[src/rtl/control_unit_if.sv]
// Handshake bundle between the decode/regfile side and the branch/jump resolution unit.
// The misaligned flag exists only when MISALIGN_CHECK_EN is defined.
interface control_unit_if #(
  parameter int unsigned XLEN = 32
);
  logic [36:0]     instr_bus;
  logic [XLEN-1:0] pc;
  logic [XLEN-1:0] rs1_value;
  logic [XLEN-1:0] rs2_value;
  logic            rs1_valid;
  logic            rs2_valid;
  logic [XLEN-1:0] imm;
  logic            rs1_read;
  logic            rs2_read;
  logic [XLEN-1:0] next_pc;
  logic            pc_j_valid;
`ifdef MISALIGN_CHECK_EN
  logic            misaligned;
`endif

  modport master (
    output instr_bus, pc, rs1_value, rs2_value, rs1_valid, rs2_valid, imm,
    input  rs1_read, rs2_read, next_pc, pc_j_valid
`ifdef MISALIGN_CHECK_EN
    , input misaligned
`endif
  );

  modport slave (
    input  instr_bus, pc, rs1_value, rs2_value, rs1_valid, rs2_valid, imm,
    output rs1_read, rs2_read, next_pc, pc_j_valid
`ifdef MISALIGN_CHECK_EN
    , output misaligned
`endif
  );
endinterface

[src/rtl/control_unit.sv]
// RV32I branch/jump resolution: requests operands, resolves branches/jumps, registers next PC.
// Optional MISALIGN_CHECK_EN suppresses redirects to targets with bit 0 set.
module control_unit #(
  parameter int unsigned XLEN   = 32,
  parameter int unsigned PC_INC = 4
) (
  input logic         clk,
  input logic         rst_n,
  control_unit_if.slave cu
);

  logic [36:0]     ib;
  logic            one_hot;
  logic            need_rs1;
  logic            need_rs2;
  logic            ready;
  logic            eq;
  logic            lt_s;
  logic            lt_u;
  logic            taken;
  logic            jump;
  logic [XLEN-1:0] seq_pc;
  logic [XLEN-1:0] br_target;
  logic [XLEN-1:0] jalr_sum;
  logic [XLEN-1:0] target;
  logic [XLEN-1:0] next_pc_d, next_pc_q;
  logic            pc_j_valid_d, pc_j_valid_q;
`ifdef MISALIGN_CHECK_EN
  logic            misaligned_d, misaligned_q;
`endif

  assign ib      = cu.instr_bus;
  assign one_hot = (ib != '0) && ((ib & (ib - 37'd1)) == '0);

  // Gating with one_hot makes zero and multi-hot buses request nothing.
  assign need_rs1 = one_hot & (ib[34] | (|ib[32:0]));
  assign need_rs2 = one_hot & ((|ib[9:0]) | (|ib[32:24]));
  assign ready    = (~need_rs1 | cu.rs1_valid) & (~need_rs2 | cu.rs2_valid);

  assign eq   = (cu.rs1_value == cu.rs2_value);
  assign lt_s = ($signed(cu.rs1_value) < $signed(cu.rs2_value));
  assign lt_u = (cu.rs1_value < cu.rs2_value);

  assign taken = one_hot & ((ib[27] & eq)   | (ib[28] & ~eq)   |
                            (ib[29] & lt_s) | (ib[30] & ~lt_s) |
                            (ib[31] & lt_u) | (ib[32] & ~lt_u));
  assign jump  = one_hot & (ib[33] | ib[34] | taken);

  assign seq_pc    = cu.pc + XLEN'(PC_INC);
  assign br_target = cu.pc + cu.imm;
  assign jalr_sum  = cu.rs1_value + cu.imm;
  assign target    = ib[34] ? {jalr_sum[XLEN-1:1], 1'b0} : br_target;

  always_comb begin
    next_pc_d    = seq_pc;
    pc_j_valid_d = 1'b0;
`ifdef MISALIGN_CHECK_EN
    misaligned_d = 1'b0;
`endif
    if (one_hot) begin
      if (!ready) begin
        next_pc_d = cu.pc;
      end else if (jump) begin
`ifdef MISALIGN_CHECK_EN
        if (target[0]) begin
          misaligned_d = 1'b1;
        end else begin
          next_pc_d    = target;
          pc_j_valid_d = 1'b1;
        end
`else
        next_pc_d    = target;
        pc_j_valid_d = 1'b1;
`endif
      end
    end
  end

  always_ff @(posedge clk) begin
    if (!rst_n) begin
      next_pc_q    <= '0;
      pc_j_valid_q <= 1'b0;
`ifdef MISALIGN_CHECK_EN
      misaligned_q <= 1'b0;
`endif
    end else begin
      next_pc_q    <= next_pc_d;
      pc_j_valid_q <= pc_j_valid_d;
`ifdef MISALIGN_CHECK_EN
      misaligned_q <= misaligned_d;
`endif
    end
  end

  assign cu.rs1_read   = need_rs1;
  assign cu.rs2_read   = need_rs2;
  assign cu.next_pc    = next_pc_q;
  assign cu.pc_j_valid = pc_j_valid_q;
`ifdef MISALIGN_CHECK_EN
  assign cu.misaligned = misaligned_q;
`endif

endmodule

[src/flat_wrapper.sv]
// flat-port wrapper written by rule: the top's interface ports become plain ports
module control_unit_flat 
#(
  parameter int unsigned XLEN   = 32,
  parameter int unsigned PC_INC = 4
)
  (clk, rst_n, cu_instr_bus, cu_pc, cu_rs1_value, cu_rs2_value, cu_rs1_valid, cu_rs2_valid, cu_imm, cu_rs1_read, cu_rs2_read, cu_next_pc, cu_pc_j_valid);
  control_unit_if #(.XLEN(XLEN)) cu_i ();
  input logic clk;
  input logic rst_n;
  input wire logic [$bits(cu_i.instr_bus)-1:0] cu_instr_bus;
  input wire logic [$bits(cu_i.pc)-1:0] cu_pc;
  input wire logic [$bits(cu_i.rs1_value)-1:0] cu_rs1_value;
  input wire logic [$bits(cu_i.rs2_value)-1:0] cu_rs2_value;
  input wire logic [$bits(cu_i.rs1_valid)-1:0] cu_rs1_valid;
  input wire logic [$bits(cu_i.rs2_valid)-1:0] cu_rs2_valid;
  input wire logic [$bits(cu_i.imm)-1:0] cu_imm;
  output wire logic [$bits(cu_i.rs1_read)-1:0] cu_rs1_read;
  output wire logic [$bits(cu_i.rs2_read)-1:0] cu_rs2_read;
  output wire logic [$bits(cu_i.next_pc)-1:0] cu_next_pc;
  output wire logic [$bits(cu_i.pc_j_valid)-1:0] cu_pc_j_valid;
  assign cu_i.instr_bus = cu_instr_bus;
  assign cu_i.pc = cu_pc;
  assign cu_i.rs1_value = cu_rs1_value;
  assign cu_i.rs2_value = cu_rs2_value;
  assign cu_i.rs1_valid = cu_rs1_valid;
  assign cu_i.rs2_valid = cu_rs2_valid;
  assign cu_i.imm = cu_imm;
  assign cu_rs1_read = cu_i.rs1_read;
  assign cu_rs2_read = cu_i.rs2_read;
  assign cu_next_pc = cu_i.next_pc;
  assign cu_pc_j_valid = cu_i.pc_j_valid;
  control_unit #(.XLEN(XLEN), .PC_INC(PC_INC)) u_core (.clk(clk), .rst_n(rst_n), .cu(cu_i));
endmodule
[config.mk]
export PLATFORM = sky130hd
export DESIGN_NAME = control_unit_flat
export DESIGN_NICKNAME = d
export VERILOG_FILES = /design/src/rtl/control_unit_if.sv /design/src/rtl/control_unit.sv /design/src/flat_wrapper.sv
export SDC_FILE = /design/constraint.sdc
export NUM_CORES = 1
export LEC_CHECK = 0
export ABC_AREA = 1
export ABC_CLOCK_PERIOD_IN_PS = 2800
export BUFFER_PORTS_ARGS = -buffer_cell sky130_fd_sc_hd__buf_2
export CAP_MARGIN = 20
export CORE_MARGIN = 2
export CORE_UTILIZATION = 50
export DETAILED_ROUTE_END_ITERATION = 8
export PLACE_DENSITY = 0.79
export SLEW_MARGIN = 20
export SYNTH_ARGS = -nofsm -noshare
export SYNTH_HDL_FRONTEND = slang
export SYNTH_SLANG_ARGS = --single-unit
export TNS_END_PERCENT = 30
[constraint.sdc]
create_clock -name clk -period 2.8 [get_ports clk]
set_input_delay 0.56 -clock clk [delete_from_list [all_inputs] [get_ports clk]]
set_output_delay 0.56 -clock clk [all_outputs]
set_load 0.03 [all_outputs]
---- After elaboration in Yosys (flattened, before gate mapping) ----
Index checks and enable logic that the tools add are counted.
operators by class
  magnitude comparators ................... 2
  add/subtract/negate cells ............... 4
  multiply operators ...................... 0
  reduce and logical (&&, ||, !) cells .... 7
  multiplexer cells ....................... 5
  equal/unequal tests ..................... 1
  shift operators ......................... 0
  bitwise logic cells ..................... 28
  div/mod/pow operators ................... 0
operators with widths
  operator                                            count
  2-to-1 mux 32 bit                                   4
  adder 32 bit                                        2
  less-than comparator 32 bit                         2
  bitwise AND 37 bit                                  1
  logical NOT 37 bit                                  1
  nonzero test 37 bit                                 1
  subtractor 37 x 1 -> 37 bit, second input constant  1
  OR reduction 33 bit                                 1
  adder 32 x 3 -> 32 bit, second input constant       1
  equality test 32 bit                                1
  bitwise AND 1 bit                                   11
  OR 1 bit                                            11
  OR reduction 10 bit                                 1
  OR reduction 9 bit                                  1
  NOT 1 bit                                           5
  AND reduction 3 bit                                 1
  logical AND 1 bit                                   1
  2-to-1 mux 1 bit                                    1
word-level totals
  memories kept ........................... 0
  latch bits .............................. 0
  RAM bits ................................ 0
  register bits after elaboration ......... 33
  word-level logic and storage cells ...... 49
  output and inout bits ................... 35
  ROM bits ................................ 0

---- Depth between registers and ports, before layout ----
  depth after elaboration ................. 14
  mapped depth ............................ 24

---- Worst setup path before layout ----
OpenSTA, ideal clock, no wires.
  kind .................................... input port to output port
  start point ............................. input port cu_instr_bus[6]
  end point ............................... output port cu_rs2_read
  data arrival time ....................... 2.274 ns
  path slack .............................. -0.034 ns
  data required time ...................... 2.240 ns
  cell stages on the path ................. 11
  buffers on the path ..................... 0
  cells stage by stage .................... nor2_1 -> nand2_1 -> nor2_2 -> nand2_1 -> nand2_1 -> nand2_1 -> nor2_1 -> nand2_1 -> nor2_1 -> nand3_2 -> nor3b_1
on the way
  word-level cells in the longest chain between the ends .. 5
  elaborated cells on any way between the ends .. 8
  classes of those cells .................. add/sub: 1; bitwise: 3; reduce/logical: 4
RTL lines
  item                         RTL line            RTL
  from (decl)                  flat_wrapper.sv:11  input wire logic [$bits(cu_i.instr_bus)-1:0] cu_instr_bus;
  subtractor 37 x 1 -> 37 bit  control_unit.sv:33  assign one_hot = (ib != '0) && ((ib & (ib - 37'd1)) == '0);
  bitwise AND 37 bit           control_unit.sv:33
  logical NOT 37 bit           control_unit.sv:33
  logical AND 1 bit            control_unit.sv:33
  bitwise AND 1 bit (*)        control_unit.sv:37  assign need_rs2 = one_hot & ((|ib[9:0]) | (|ib[32:24]));
  to (decl)                    flat_wrapper.sv:19  output wire logic [$bits(cu_i.rs2_read)-1:0] cu_rs2_read;
Mark *: on every way between the ends. The rest lies on a longest branch, timed or not.

---- Worst setup path after layout ----
  start point ............................. input port cu_instr_bus[0]
  end point ............................... output port cu_rs1_read
on the way
  word-level cells in the longest chain between the ends .. 5
  elaborated cells on any way between the ends .. 8
  classes of those cells .................. add/sub: 1; bitwise: 3; reduce/logical: 4
RTL lines
  item                         RTL line            RTL
  subtractor 37 x 1 -> 37 bit  control_unit.sv:33
  bitwise AND 37 bit           control_unit.sv:33
  logical NOT 37 bit           control_unit.sv:33
  logical AND 1 bit            control_unit.sv:33
  bitwise AND 1 bit (*)        control_unit.sv:36  assign need_rs1 = one_hot & (ib[34] | (|ib[32:0]));
  to (decl)                    flat_wrapper.sv:18  output wire logic [$bits(cu_i.rs1_read)-1:0] cu_rs1_read;
Marks and branches as above.

==> results.tsv <==
metric	value	unit
Synth area leaders	nand2_1 (17%), ha_1 (15%), nor2_1 (9.6%)	
critical path peak fanout	6	
Placeable Area	15800	µm²
Slew Limit Fails	0	
initial cell density of the core	50.9	%
port bufs	203	
crit start category	primary input	
final WL	32600	µm
cts bufs inserted	5	
sequential cell area fraction in the yosys report	8.19	%
Final period util	101	%
Final Hold Vio Count	0	
syn_area_per_cell	5.58	µm²
first-pass GRT wire length	48700	µm
FILL cells	1372	
Mapped Nets	1710	
Netlist cell types	47	
DR vias/cell	5.47	
mapped cell area	8060	µm²
worst path required time	2240	ps
failing checks	setup timing	
Worst EP arrival	2260	ps
Post-Synth Simple-Gate Area	42.1	%
Place WS	-334	ps
clock period minus final worst setup slack	2820	ps
largest net degree at the start of global routing	23	
io pins	204	
Iter 0 DRT Violations	821	
Area growth syn-to-layout	42.1	%
Post-route DRC	0	
multiplexer share of the synthesized area	0.248	%
CTS clk-pin slew, worst paths	50	ps
clk sink count	33	
Final nets	2101	
die width	131	µm
TritonRoute pass-1 iters	7	
H-tree Lvls	2	
hpwl dp	27500	µm
maximum VDD drop	507	µV
main combinational cell family by area after synthesis	simple AND/OR/NAND/NOR gates	
PnR worst setup slack	-16.1	ps
Crit path buffers/inverters	4	
Yosys warnings	0	
Final Cell Area	11500	µm²
adder-cell area share of the yosys netlist	15.1	%
Die H	131	µm
max-cap violations	0	
Non-Filler Instances	2053	
crit-path cells	buf_8 -> nor2_8 -> nand3_4 -> buf_6 -> o21ai_2 -> nand4_1 -> nor2_1 -> buf_4 -> nand3b_4 -> nor2_4 -> nand2_2 -> nor2_4 -> buf_6	
initial antenna violation count	0	
Tot GR Track Use	36.0	%
complex-gate fraction of the synthesized area	20.0	%
count leader, synth	nand2_1	
crit end category	output port	
crit-path max cell delay	190	ps
Seq cells post-synth	33	
Hold WS	578	ps
worst min path class	in -> reg	
clk root buf	clkbuf_16	
Synth async-reset ratio	0	%
crit path kind	in -> out	
DIE AREA	17200	µm²
number of global-route vias before repair	10300	
Synth Area in XOR/XNOR	4.45	%
commonest cells in the netlist	nand2_1 (370), nor2_1 (206), inv_1 (183), a21oi_1 (152), ha_1 (94)	
Post-Synthesis Cells	1445	
TritonCTS clock tree	built	
fin util	72.4	%
CTS Buffer Depth	2	
share of the synthesized area in the top cell type	17.2	%
CP top delay family	simple AND/OR/NAND/NOR gates	
layout cells sized above 1	30.2	%
LEAKAGE	6.02	nW
routed via count	11200	
fmax	355	MHz
Avg WL per Cell	15.9	µm
GP Congestion	1.00	
Post-synth EDFFs	0	
RSZ-0062 raised after global routing	yes	
Site Rows	46	
Placed Cells	2036	
worst-margin pin slew	674	ps
critical path's slowest cell	nor2_8	
antenna cells	0	
gr ovfl total	0	
Slew headroom	54.7	%
DP Area	10700	µm²
outcome	finished, violations left	
Pwr per Cell Area	257	nW/µm²
most used flip-flop cell after synthesis	dfxtp_1	
Synth area leader	nand2_1	
setup violators final	1	
Post-DRT Antenna Nets	0	
## placed cells by master, fill, tap and decap left out, drive strengths merged, types with 4 or more instances in the layout
cell      n
a21oi   152
nand4    33
o211ai    5
nor2    224
dfxtp    33
clkbuf    8
o21ai   110
a21o      8
nand2   385
buf     398
nor4     11
a21boi    5
nand3    81
xor2     35
xnor2     6
o21bai    4
o21a      5
a31oi     5
inv     187
nor3     25
nand3b    5
ha       94
## final timing paths
path / from / endpoint / slack (ps) / cells after the start
worst max-delay path: cu_instr_bus[0] / cu_rs1_read / -20 / 13
worst min-delay path: cu_pc[1] / u_core.cu.next_pc[1] / 580 / 3
## flip-flops by register name, indices dropped and copies added, names as in the netlist
register              cells
u_core.cu.next_pc        32
u_core.cu.pc_j_valid      1
## what timing repair did
| item | CTS | global route |
|---|---|---|
| gates resized for setup | 14 | 118 |
| pin swaps | 3 | 37 |
| hold buffers | 0 | 0 |
| gates cloned | 0 | 3 |
| setup buffers | 1 | 5 |
| setup endpoints to repair | 27 | 35 |
## where the power goes
part | switching (mW) | internal (mW)
logic | 1.07 | 0.723
registers | 0.00605 | 0.496
clock network | 0.210 | 0.444
total | 1.28 | 1.66
## tightest hold or removal path, delay by kind of cell
family | cells | cell delay, ps
AO/OA/AOI/OAI | 1 | 80
buffers and inverters | 1 | 120
AND/OR/NAND/NOR | 1 | 70
## cell families (layout without fill, tap and decap cells)
family	after synthesis	after routing
simple gates	769	769
compound gates	301	301
buf+inv	203	595
fa+ha+maj	96	96
xor+xnor	41	41
flops	33	33
mux	2	2
## final cells by class
class                   count  area (µm²)  area share (%)
clock inverters             2        37.5           0.327
multi-input cells        1209        7010            61.2
well taps                 216         270            2.36
flip-flops and latches     33         661            5.76
inverters                 187         704            6.15
repair buffers            400        2640            23.0
clock buffers               6         139            1.21
## metal layers
| layer | track usage (%) | vias up | wire length, µm |
|---|---|---|---|
| met1 | 44.3 | 5025 | 13000 |
| met4 | 14.3 | 0 | 1330 |
| met5 | 0 | - | 0 |
| met2 | 64.3 | 503 | 15700 |
| li1 | - | 5600 | - |
| met3 | 3.18 | 98 | 2570 |
## metrics by stage
step                total power, mW  TNS [ps]
finish                         2.94     -16.1
global route                   3.15     -2170
CTS                            2.84     -25.4
detailed placement             2.19     -9700
global placement               2.17     -6540
floorplan                      1.47         0
Power figures use the tool's default switching activity.
